`config.mk`:
```
export PLATFORM = sky130hd
export DESIGN_NAME = ps2_key_decoder
export DESIGN_NICKNAME = d
export VERILOG_FILES = /design/src/rtl/ps2_key_decoder.sv
export SDC_FILE = /design/constraint.sdc
export NUM_CORES = 1
export LEC_CHECK = 0
export ABC_AREA = 0
export CORE_ASPECT_RATIO = 1.2
export CORE_MARGIN = 1
export CORE_UTILIZATION = 64
export CTS_CLUSTER_SIZE = 8
export DETAILED_ROUTE_END_ITERATION = 16
export DONT_BUFFER_PORTS = 1
export GPL_TIMING_DRIVEN = 0
export HOLD_SLACK_MARGIN = 0.12
export PLACE_DENSITY = 0.87
export SLEW_MARGIN = 20
export SYNTH_ARGS = -nofsm -noshare
export SYNTH_HDL_FRONTEND = slang
export SYNTH_SLANG_ARGS = --single-unit
```
`constraint.sdc`:
```
create_clock -name clk -period 3.9 [get_ports clk]
set_clock_uncertainty 0.05 [all_clocks]
set_input_delay 1.17 -clock clk [delete_from_list [all_inputs] [get_ports clk]]
set_output_delay 1.17 -clock clk [all_outputs]
set_load 0.005 [all_outputs]
```
`src/rtl/ps2_key_decoder.sv`:
```
// PS/2 keyboard receiver: synchronize and deglitch, deframe, E0/F0 prefix tracking, code FIFO, held-key vector.
// Define PS2_RX_PARITY_EN to enable odd-parity checking; otherwise the parity bit is ignored.
`timescale 1ns/1ps
module ps2_key_decoder #(
    parameter int FILTER_LEN  = 4,
    parameter int TIMEOUT_CYC = 50000,
    parameter int FIFO_DEPTH  = 8
) (
    input  logic                          clk,
    input  logic                          rst_n,
    input  logic                          ps2_clk,
    input  logic                          ps2_data,
    output logic                          code_valid,
    output logic [9:0]                    code_data,
    input  logic                          code_ready,
    output logic [$clog2(FIFO_DEPTH):0]   fifo_count,
    output logic [4:0]                    keys,
    output logic                          err_frame,
    output logic                          err_parity,
    output logic                          err_timeout,
    output logic                          overflow
);
    localparam int AW  = $clog2(FIFO_DEPTH);
    localparam int CW  = AW + 1;
    localparam int FCW = $clog2(FILTER_LEN + 1);
    localparam int TCW = $clog2(TIMEOUT_CYC + 1);

    typedef enum logic [1:0] {IDLE = 2'd0, DATA = 2'd1, PARITY = 2'd2, STOP = 2'd3} state_t;

    function automatic logic [4:0] key_mask(input logic ext, input logic [7:0] b);
        logic [4:0] m;
        case ({ext, b})
            9'h01D, 9'h175: m = 5'b00001;
            9'h01C, 9'h16B: m = 5'b00010;
            9'h01B, 9'h172: m = 5'b00100;
            9'h023, 9'h174: m = 5'b01000;
            9'h029:         m = 5'b10000;
            default:        m = 5'b00000;
        endcase
        return m;
    endfunction

`ifdef PS2_RX_PARITY_EN
    function automatic logic odd_parity_ok(input logic [7:0] b, input logic p);
        return ^{b, p};
    endfunction
`endif

    logic [1:0]     clk_sync_r, data_sync_r;
    logic           sync_clk_s, data_s;
    logic           filt_r, fall_r;
    logic [FCW-1:0] fcnt_r;
    state_t         state_r, state_s;
    logic [2:0]     bit_cnt_r, bit_cnt_s;
    logic [7:0]     shift_r, shift_s, byte_r;
`ifdef PS2_RX_PARITY_EN
    logic           par_r, par_s;
`endif
    logic [TCW-1:0] to_cnt_r, to_cnt_s;
    logic           done_s, done_r, frame_err_s, parity_err_s, timeout_s;
    logic           ext_r, brk_r;
    logic [4:0]     keys_r, mask_s;
    logic           err_frame_r, err_parity_r, err_timeout_r, overflow_r;
    logic [9:0]     mem_r [FIFO_DEPTH];
    logic [AW-1:0]  wr_ptr_r, rd_ptr_r, rd_next_s;
    logic [CW-1:0]  count_r, count_s;
    logic           push_s, pop_s, full_s, wr_en_s, ovf_s, code_valid_r;
    logic [9:0]     push_data_s, head_s, code_data_r;

    assign sync_clk_s = clk_sync_r[1];
    assign data_s     = data_sync_r[1];

    // Two-flop synchronizers; both lines idle high.
    always_ff @(posedge clk or negedge rst_n) begin
        if (!rst_n) begin
            clk_sync_r  <= 2'b11;
            data_sync_r <= 2'b11;
        end else begin
            clk_sync_r  <= {clk_sync_r[0], ps2_clk};
            data_sync_r <= {data_sync_r[0], ps2_data};
        end
    end

    // Clock deglitch: the filtered level follows only after FILTER_LEN differing cycles.
    always_ff @(posedge clk or negedge rst_n) begin
        if (!rst_n) begin
            filt_r <= 1'b1;
            fcnt_r <= {FCW{1'b0}};
            fall_r <= 1'b0;
        end else begin
            fall_r <= filt_r && !sync_clk_s && (fcnt_r == FCW'(FILTER_LEN - 1));
            if (sync_clk_s == filt_r) begin
                fcnt_r <= {FCW{1'b0}};
            end else if (fcnt_r == FCW'(FILTER_LEN - 1)) begin
                filt_r <= sync_clk_s;
                fcnt_r <= {FCW{1'b0}};
            end else begin
                fcnt_r <= fcnt_r + FCW'(1);
            end
        end
    end

    // Deframing next-state logic; a stalled partial frame is abandoned by the timeout.
    always_comb begin
        state_s      = state_r;
        bit_cnt_s    = bit_cnt_r;
        shift_s      = shift_r;
`ifdef PS2_RX_PARITY_EN
        par_s        = par_r;
`endif
        to_cnt_s     = to_cnt_r;
        done_s       = 1'b0;
        frame_err_s  = 1'b0;
        parity_err_s = 1'b0;
        timeout_s    = 1'b0;
        if (state_r != IDLE && !fall_r && to_cnt_r == TCW'(TIMEOUT_CYC - 1)) begin
            timeout_s = 1'b1;
            state_s   = IDLE;
            to_cnt_s  = {TCW{1'b0}};
        end else if (fall_r) begin
            to_cnt_s = {TCW{1'b0}};
            case (state_r)
                IDLE: begin
                    if (!data_s) begin
                        state_s   = DATA;
                        bit_cnt_s = 3'd0;
                    end else begin
                        frame_err_s = 1'b1;
                    end
                end
                DATA: begin
                    shift_s   = {data_s, shift_r[7:1]};
                    bit_cnt_s = bit_cnt_r + 3'd1;
                    state_s   = (bit_cnt_r == 3'd7) ? PARITY : DATA;
                end
                PARITY: begin
`ifdef PS2_RX_PARITY_EN
                    par_s   = data_s;
`endif
                    state_s = STOP;
                end
                STOP: begin
                    state_s = IDLE;
                    if (data_s) begin
`ifdef PS2_RX_PARITY_EN
                        if (odd_parity_ok(shift_r, par_r)) begin
                            done_s = 1'b1;
                        end else begin
                            parity_err_s = 1'b1;
                        end
`else
                        done_s = 1'b1;
`endif
                    end else begin
                        frame_err_s = 1'b1;
                    end
                end
                default: state_s = IDLE;
            endcase
        end else if (state_r != IDLE) begin
            to_cnt_s = to_cnt_r + TCW'(1);
        end else begin
            to_cnt_s = {TCW{1'b0}};
        end
    end

    // Deframer state and error pulse registers.
    always_ff @(posedge clk or negedge rst_n) begin
        if (!rst_n) begin
            state_r       <= IDLE;
            bit_cnt_r     <= 3'd0;
            shift_r       <= 8'h00;
`ifdef PS2_RX_PARITY_EN
            par_r         <= 1'b0;
`endif
            to_cnt_r      <= {TCW{1'b0}};
            done_r        <= 1'b0;
            byte_r        <= 8'h00;
            err_frame_r   <= 1'b0;
            err_parity_r  <= 1'b0;
            err_timeout_r <= 1'b0;
        end else begin
            state_r       <= state_s;
            bit_cnt_r     <= bit_cnt_s;
            shift_r       <= shift_s;
`ifdef PS2_RX_PARITY_EN
            par_r         <= par_s;
`endif
            to_cnt_r      <= to_cnt_s;
            done_r        <= done_s;
            byte_r        <= done_s ? shift_r : byte_r;
            err_frame_r   <= frame_err_s;
            err_parity_r  <= parity_err_s;
            err_timeout_r <= timeout_s;
        end
    end

    // FIFO and key-vector control for the byte completed last cycle.
    always_comb begin
        push_s      = done_r && (byte_r != 8'hE0) && (byte_r != 8'hF0);
        push_data_s = {ext_r, brk_r, byte_r};
        mask_s      = key_mask(ext_r, byte_r);
        pop_s       = code_valid_r && code_ready;
        full_s      = (count_r == CW'(FIFO_DEPTH));
        wr_en_s     = push_s && (!full_s || pop_s);
        ovf_s       = push_s && full_s && !pop_s;
        rd_next_s   = pop_s ? rd_ptr_r + AW'(1) : rd_ptr_r;
        count_s     = count_r + CW'(wr_en_s) - CW'(pop_s);
        // A write into the slot about to become head only happens when the FIFO drains to empty.
        head_s      = (wr_en_s && (wr_ptr_r == rd_next_s)) ? push_data_s : mem_r[rd_next_s];
    end

    // Prefix flags and held keys; a dropped push still updates keys.
    always_ff @(posedge clk or negedge rst_n) begin
        if (!rst_n) begin
            ext_r  <= 1'b0;
            brk_r  <= 1'b0;
            keys_r <= 5'b00000;
        end else begin
            if (timeout_s || parity_err_s) begin
                ext_r <= 1'b0;
                brk_r <= 1'b0;
            end else if (done_r) begin
                ext_r <= (byte_r == 8'hE0) ? 1'b1 : ((byte_r == 8'hF0) ? ext_r : 1'b0);
                brk_r <= (byte_r == 8'hF0) ? 1'b1 : ((byte_r == 8'hE0) ? brk_r : 1'b0);
            end
            if (push_s) begin
                keys_r <= brk_r ? (keys_r & ~mask_s) : (keys_r | mask_s);
            end
        end
    end

    // Code FIFO storage, pointers and registered head.
    always_ff @(posedge clk or negedge rst_n) begin
        if (!rst_n) begin
            for (int i = 0; i < FIFO_DEPTH; i++) begin
                mem_r[i] <= 10'h000;
            end
            wr_ptr_r     <= {AW{1'b0}};
            rd_ptr_r     <= {AW{1'b0}};
            count_r      <= {CW{1'b0}};
            code_valid_r <= 1'b0;
            code_data_r  <= 10'h000;
            overflow_r   <= 1'b0;
        end else begin
            if (wr_en_s) begin
                mem_r[wr_ptr_r] <= push_data_s;
                wr_ptr_r        <= wr_ptr_r + AW'(1);
            end
            rd_ptr_r     <= rd_next_s;
            count_r      <= count_s;
            code_valid_r <= (count_s != {CW{1'b0}});
            code_data_r  <= (count_s != {CW{1'b0}}) ? head_s : 10'h000;
            overflow_r   <= ovf_s;
        end
    end

    assign code_valid  = code_valid_r;
    assign code_data   = code_data_r;
    assign fifo_count  = count_r;
    assign keys        = keys_r;
    assign err_frame   = err_frame_r;
    assign err_parity  = err_parity_r;
    assign err_timeout = err_timeout_r;
    assign overflow    = overflow_r;
endmodule
```
==> results.tsv, run 1 <==
metric	value	unit
# diodes	0	
mapped cell area	7999	um^2
Die X	104.1	um
asr flop ratio synth	1.000	
Slew Limit Fails	0	
Max Fclk	0.2706	GHz
vias	6331	
critical path class	reg2reg	
Crit path arrival time	3.91	ns
Power, Total	5.766	mW
sequential-to-total area share from yosys stat	0.4951	
vias in the first global route	6630	
layout cells sized above 1	0.2016	
RSZ-0062 raised after global routing	no	
area fraction of the dominant cell type after synthesis	0.4786	
CTS root buf	clkbuf_16	
endpoints failing setup	0	
Post-DP HPWL	13.70	mm
CP delay by family, top	buffers and inverters	
# IOs	29	
ANT nets after route	0	
synth unique cells	60	
Synth top cells by count	dfrtp_1 (153), mux2_2 (73), nand2_1 (70), a211oi_1 (60), a21oi_1 (45)	
Bufs and invs on worst path	8	
Power Internal	3.571	mW
first-pass GRT wire length	34.09	mm
Max Cap Viol	0	
post-DR wirelength/cell	22.92	um
Die H	124.5	um
Mapped Nets	753	
Buffers on Ports	0	
vias per std cell	6.808	
grt ovf	0	
Worst setup EP type	flip-flop	
Clock Latency Late Sink	0.43	ns
Clock power frac	0.318	
Syn. warnings	0	
hold_buf cts	0	
required time of the critical path	4.11	ns
combinational power share	0.358	
Final Hold Viols	0	
Slowest-stage cell, CP	fa_1	
Tightest Pin Transition	0.8898	ns
dominant cells by area after synthesis	dfrtp_1 (48%), mux2_2 (10%), a211oi_1 (5.6%)	
Critical Path Most Common Cell	inv_1	
relative slew slack	0.4022	
Leak Pwr	3.991	nW
fin cells	930	
r2r setup slk	0.20	ns
Startpoint Class	flip-flop	
worst path cell trace	buf_2 -> inv_1 -> a41oi_4 -> and2_1 -> buf_6 -> inv_1 -> ha_1 -> inv_1 -> ha_1 -> inv_1 -> fa_1 -> inv_1 -> or3_4 -> o211ai_4 -> buf_12 -> o32ai_1	
CTS buffer count	17	
worst IR drop on VDD	0.4075	mV
Synth-to-Final Area Change	12.00	%
pin count of the biggest net entering global routing	159	
Fin Setup TNS	0	ns
Initial DRC Count	748	
router iterations before antenna repair	5	
register bit total from synthesis	158	
core box area	12170	um^2
cell with the most instances after synthesis	dfrtp_1	
Clk pin slew, worst setup/hold paths	0.06	ns
H-tree Lvls	4	
CTS tree	yes	
Worst Hold Class	reg2reg	
switching share of power	0.3807	
clock period minus worst slack	3.696	ns
status	finished clean	
die area	12950	um^2
Sink Count	158	
Starting Density	0.6574	
row count	44	
post-route cell area	8959	um^2
ys flop type	dfrtp_1	
clock buffer depth	2	
Synth Instances	735	
GRT Util Overall	0.3436	
drt drc	0	
Max FO, Critical Path	9	
initial antenna violation count	0	
Reg power frac	0.323	
Switch Pwr	2.195	mW
Avg Inst Size Synth	10.88	um^2
final wirelength	21.32	mm
Final nets	774	
Synth area leader	dfrtp_1	
Cells after DPL	896	
Max stage delay on crit path	0.47	ns
GPL Wtd Cong	0.9545	
power density over the cells	643.6	nW/um^2
Post-synth EDFFs	0	
DP Area	8200	um^2
Tcrit/Tclk final	0.9477	
-- timing repair --
item                       4_1_cts  5_1_grt
setup buffers                    1        1
setup endpoints to repair        9       10
gates cloned                     0        1
pin swaps                        0        2
resized for setup                4        4
-- worst paths after layout --
path,start,endpoint,cells past startpoint
worst max-delay path,done_r,code_data[3],16
worst min-delay path,data_sync_r[0],data_sync_r[1],0
worst min register to register,data_sync_r[0],data_sync_r[1],0
min in group asynchronous,rst_n,fifo_count[3],0
max in group asynchronous,rst_n,data_sync_r[0],0
worst max register to register,done_r,code_data[3],16
-- power by group through the flow --
stage	Sequential, mW	Clock (mW)	Combinational [mW]
floorplan	1.87	0	1.29
CTS	1.87	1.84	1.91
finish	1.86	1.83	2.07
global placement	1.89	0	1.76
global route	1.88	1.91	2.18
detailed placement	1.90	0	1.84
-- cell usage in the layout, fill, tap and decap left out, drive strengths merged, types with 6 or more instances in the layout --
| cell type | count |
|---|---|
| nand4 | 6 |
| buf | 18 |
| nor3 | 10 |
| xnor2 | 10 |
| nand3 | 14 |
| inv | 31 |
| o21ai | 18 |
| clkbuf | 57 |
| nor2 | 28 |
| a211oi | 60 |
| mux2 | 83 |
| dfrtp | 153 |
| xor2 | 12 |
| o2bb2ai | 22 |
| and3 | 23 |
| o32ai | 10 |
| nand2 | 72 |
| ha | 12 |
| nor4b | 22 |
| a21oi | 45 |
-- kinds of logic after synthesis --
| kind of cell | Yosys count | synth area share |
|---|---|---|
| simple gates | 204 | 0.1408 |
| compound gates | 165 | 0.1463 |
| flops | 158 | 0.4951 |
| mux | 86 | 0.1253 |
| buf+inv | 85 | 0.04395 |
| xor+xnor | 23 | 0.02690 |
| fa+ha+maj | 13 | 0.02127 |
| other cells | 1 | 0.0004688 |
-- final cells by class --
class,count,area [um^2]
clock buffer,19,442.9
timing repair buffer,2,27.53
sequential,158,3960
fill,787,3208
clock inverter,13,212.7
buffer,54,235.2
multi-input combinational,493,3766
inverter,30,112.6
tap,161,201.4
-- registers in the layout, summed over array words and instances (netlist names), 2 cells and up, named ones only --
name         cells
mem_r           80
to_cnt_r        16
code_data       10
byte_r           8
shift_r          8
fifo_count       4
bit_cnt_r        3
fcnt_r           3
rd_ptr_r         3
wr_ptr_r         3
clk_sync_r       2
data_sync_r      2
state_r          2
-- layer usage --
layer,GRT usage,share of wire,up-vias
li1,-,-,2718
met4,0.2109,0.052,0
met3,0.1015,0.090,105
met5,0,0,-
met2,0.5561,0.49,401
met1,0.4027,0.37,3107
-- stage by stage --
| step | hold WS (ns) | utilization | worst slack (ns) |
|---|---|---|---|
| 2_1_floorplan | 0.2952 | - | 0.09376 |
| 3_3_place_gp | 0.2977 | 0.6740 | -0.3661 |
| 3_5_place_dp | 0.2991 | 0.6740 | -0.4274 |
| 4_1_cts | 0.3084 | 0.7321 | 0.004464 |
| 5_1_grt | 0.3119 | 0.7363 | 0.06234 |
| 6_report | 0.3064 | 0.7363 | 0.2040 |
-- worst reg2reg max path, cell delays in order (launching register included) --
cell,delay [ns]
dfrtp_1,0.32
buf_2,0.21
inv_1,0.22
a41oi_4,0.32
and2_1,0.19
buf_6,0.16
inv_1,0.06
ha_1,0.28
inv_1,0.06
ha_1,0.15
inv_1,0.05
fa_1,0.47
inv_1,0.05
or3_4,0.45
o211ai_4,0.21
buf_12,0.16
o32ai_1,0.14
Note: power is estimated with default switching activity, not from simulation.
==> inputs of run 2 (changes only) <==
--- a/config.mk
+++ b/config.mk
@@ -7,7 +7,6 @@
 export LEC_CHECK = 0
 export ABC_AREA = 0
 export CORE_ASPECT_RATIO = 1.2
-export CORE_MARGIN = 1
 export CORE_UTILIZATION = 64
 export CTS_CLUSTER_SIZE = 8
 export DETAILED_ROUTE_END_ITERATION = 16
@@ -15,7 +14,6 @@
 export GPL_TIMING_DRIVEN = 0
 export HOLD_SLACK_MARGIN = 0.12
 export PLACE_DENSITY = 0.87
-export SLEW_MARGIN = 20
 export SYNTH_ARGS = -nofsm -noshare
 export SYNTH_HDL_FRONTEND = slang
 export SYNTH_SLANG_ARGS = --single-unit
==> results of run 2 <==
The final DEF is identical to that of run 1; final timing and power are the same.
==> inputs of run 3 (changes only) <==
--- a/config.mk
+++ b/config.mk
@@ -7,6 +7,7 @@
 export LEC_CHECK = 0
 export ABC_AREA = 0
 export CORE_ASPECT_RATIO = 1.2
+export CORE_MARGIN = 3
 export CORE_UTILIZATION = 64
 export CTS_CLUSTER_SIZE = 8
 export DETAILED_ROUTE_END_ITERATION = 16
==> run 3 against run 2 <==
- final area is essentially flat
- die area grew 7.2%
- hold slack gained 0.0087 ns
- critical path type unchanged
- setup slack lost 0.047 ns
- cell count grew 0.54%
- wire length shrank 0.46%
- non-clock buffer count grew 5
- utilization grew 0.072 points
- critical endpoint is now code_data[1]
- maximum frequency shrank 1.2%
- register-to-register slack lost 0.05 ns
- clock-buffer cell count shrank 2
- sequential share of layout area is essentially flat
==> results.tsv, run 3 (synthesized netlist as in run 1, its figures left out) <==
metric	value	unit	change
Max Cap Viol	0		unchanged
Worst Hold Class	reg2reg		
Post-DP HPWL	13.37	mm	-2.4%
row count	44		unchanged
most common cell after layout, fill and taps aside	dfrtp_1		
CTS buffer count	17		unchanged
ANT nets after route	0		unchanged
Buffers on Ports	0		unchanged
RSZ-0062 raised after global routing	no		
Final WS setup	0.1575	ns	-0.04650 ns
# IOs	29		unchanged
initial antenna violation count	1		+1
Startpoint Class	flip-flop		
relative slew slack	0.4518		+0.04961
CTS root buf	clkbuf_16		
Sink Count	158		unchanged
power density over the cells	628.2	nW/um^2	-2.4%
final wirelength	21.22	mm	-0.46%
clock buffer depth	2		unchanged
vias per std cell	6.736		-1.1%
Max FO, Critical Path	9		unchanged
worst IR drop on VDD	0.4356	mV	+6.9%
Fillers	756		-3.9%
Clock Latency Late Sink	0.43	ns	about the same
grt ovf	0		unchanged
Die X	108.1	um	+3.8%
die area	13880	um^2	+7.2%
Max Fclk	0.2672	GHz	-1.2%
clock period minus worst slack	3.743	ns	+0.04650 ns
Leak Pwr	3.990	nW	about the same
most frequent cells in the layout	dfrtp_1 (153), mux2_2 (73), nand2_1 (70), a211oi_1 (60), a21oi_1 (45)		
GRT Util Overall	0.3136		-0.03008
Tcrit/Tclk final	0.9596		+0.01192
CTS tree	yes		
Largest register FFs	80		unchanged
critical path class	reg2reg		
Tightest Pin Transition	0.8160	ns	-0.07384 ns
Power, Total	5.633	mW	-2.3%
router iterations before antenna repair	5		unchanged
pin count of the biggest net entering global routing	159		unchanged
post-DR wirelength/cell	22.69	um	-0.99%
vias in the first global route	6466		-2.5%
Die H	128.5	um	+3.2%
Largest Register	mem_r		
Initial DRC Count	709		-5.2%
Worst setup EP type	flip-flop		
status	finished clean		
hold_buf cts	0		unchanged
Slew Limit Fails	0		unchanged
FF+latch area	3960	um^2	unchanged
layout cells sized above 1	0.2109		+0.009306
required time of the critical path	4.13	ns	+0.02 ns
Synth-to-Final Area Change	12.11	%	about the same
H-tree Lvls	4		unchanged
drt drc	0		unchanged
Final nets	778		+0.52%
Crit path arrival time	3.97	ns	+0.06 ns
GPL Wtd Cong	0.9495		-0.52%
first-pass GRT wire length	33.38	mm	-2.1%
multi-input logic area	3769	um^2	about the same
Clk pin slew, worst setup/hold paths	0.07	ns	about the same
core box area	12170	um^2	unchanged
Final Hold Viols	0		unchanged
Starting Density	0.6574		unchanged
endpoints failing setup	0		unchanged
Setup Slack @ Placement	-0.4408	ns	-0.01346 ns
vias	6298		-0.52%
==> run 3: worst paths after layout <==
check	start	end	slack, ns	cells past startpoint
hold / removal	clk_sync_r[0]	clk_sync_r[1]	0.32	0
max in group asynchronous	rst_n	data_sync_r[1]	3.10	0
setup / recovery	byte_r[3]	code_data[1]	0.16	15
hold reg to reg	clk_sync_r[0]	clk_sync_r[1]	0.32	0
min in group asynchronous	rst_n	fifo_count[0]	0.39	0
setup reg to reg	byte_r[3]	code_data[1]	0.16	15
==> run 3: report_power, final <==
group          internal [mW]  leakage, nW  switching, mW
combinational          0.667         1.55           1.40
clock                  0.967        0.287          0.732
sequential              1.77         2.15         0.0917
==> run 3: area by class of cell <==
class	count	share of cell area
well taps	161	0.02246
flip-flops and latches	158	0.4416
inverters	30	0.01298
multi-input cells	492	0.4203
plain buffers	54	0.02651
clock inverters	15	0.01981
clock buffers	17	0.04744
repair buffers	7	0.008651
diodes	1	0.0002791
==> run 3: stage by stage <==
stage | utilization | hold slack (ns) | TNS [ns] | cells | cell area (um^2)
2_1_floorplan | - | 0.2952 | 0 | 735 | 7999
3_3_place_gp | 0.6740 | 0.2994 | -2.992 | 896 | 8200
3_5_place_dp | 0.6740 | 0.3029 | -3.738 | 896 | 8200
4_1_cts | 0.7288 | 0.3127 | 0 | 929 | 8867
5_1_grt | 0.7368 | 0.3141 | 0 | 934 | 8965
6_report | 0.7370 | 0.3151 | 0 | 935 | 8967
==> run 3: repair_timing <==
| action | in CTS | in global routing |
|---|---|---|
| endpoints found under the setup margin | 9 | 10 |
| pin swaps | 1 | 1 |
| resized for setup | 5 | 7 |
| hold endpoints to repair | 0 | 0 |
| setup buffers | 1 | 6 |
==> run 3: routing by layer <==
layer	vias up	share of wire	track usage
li1	2734	-	-
met1	3099	0.37	0.3652
met2	370	0.50	0.5300
met3	95	0.078	0.07677
met4	0	0.055	0.1761
met5	-	0	0
==> run 3: critical path: stages (launching register included) <==
cell	delay (ns)
dfrtp_1	0.46
nor4_4	0.39
a41oi_4	0.22
and2_1	0.22
buf_6	0.14
inv_1	0.06
ha_1	0.22
inv_1	0.06
ha_1	0.16
inv_1	0.06
fa_1	0.48
inv_1	0.05
or3_1	0.50
o211ai_4	0.25
buf_12	0.17
o32ai_2	0.12
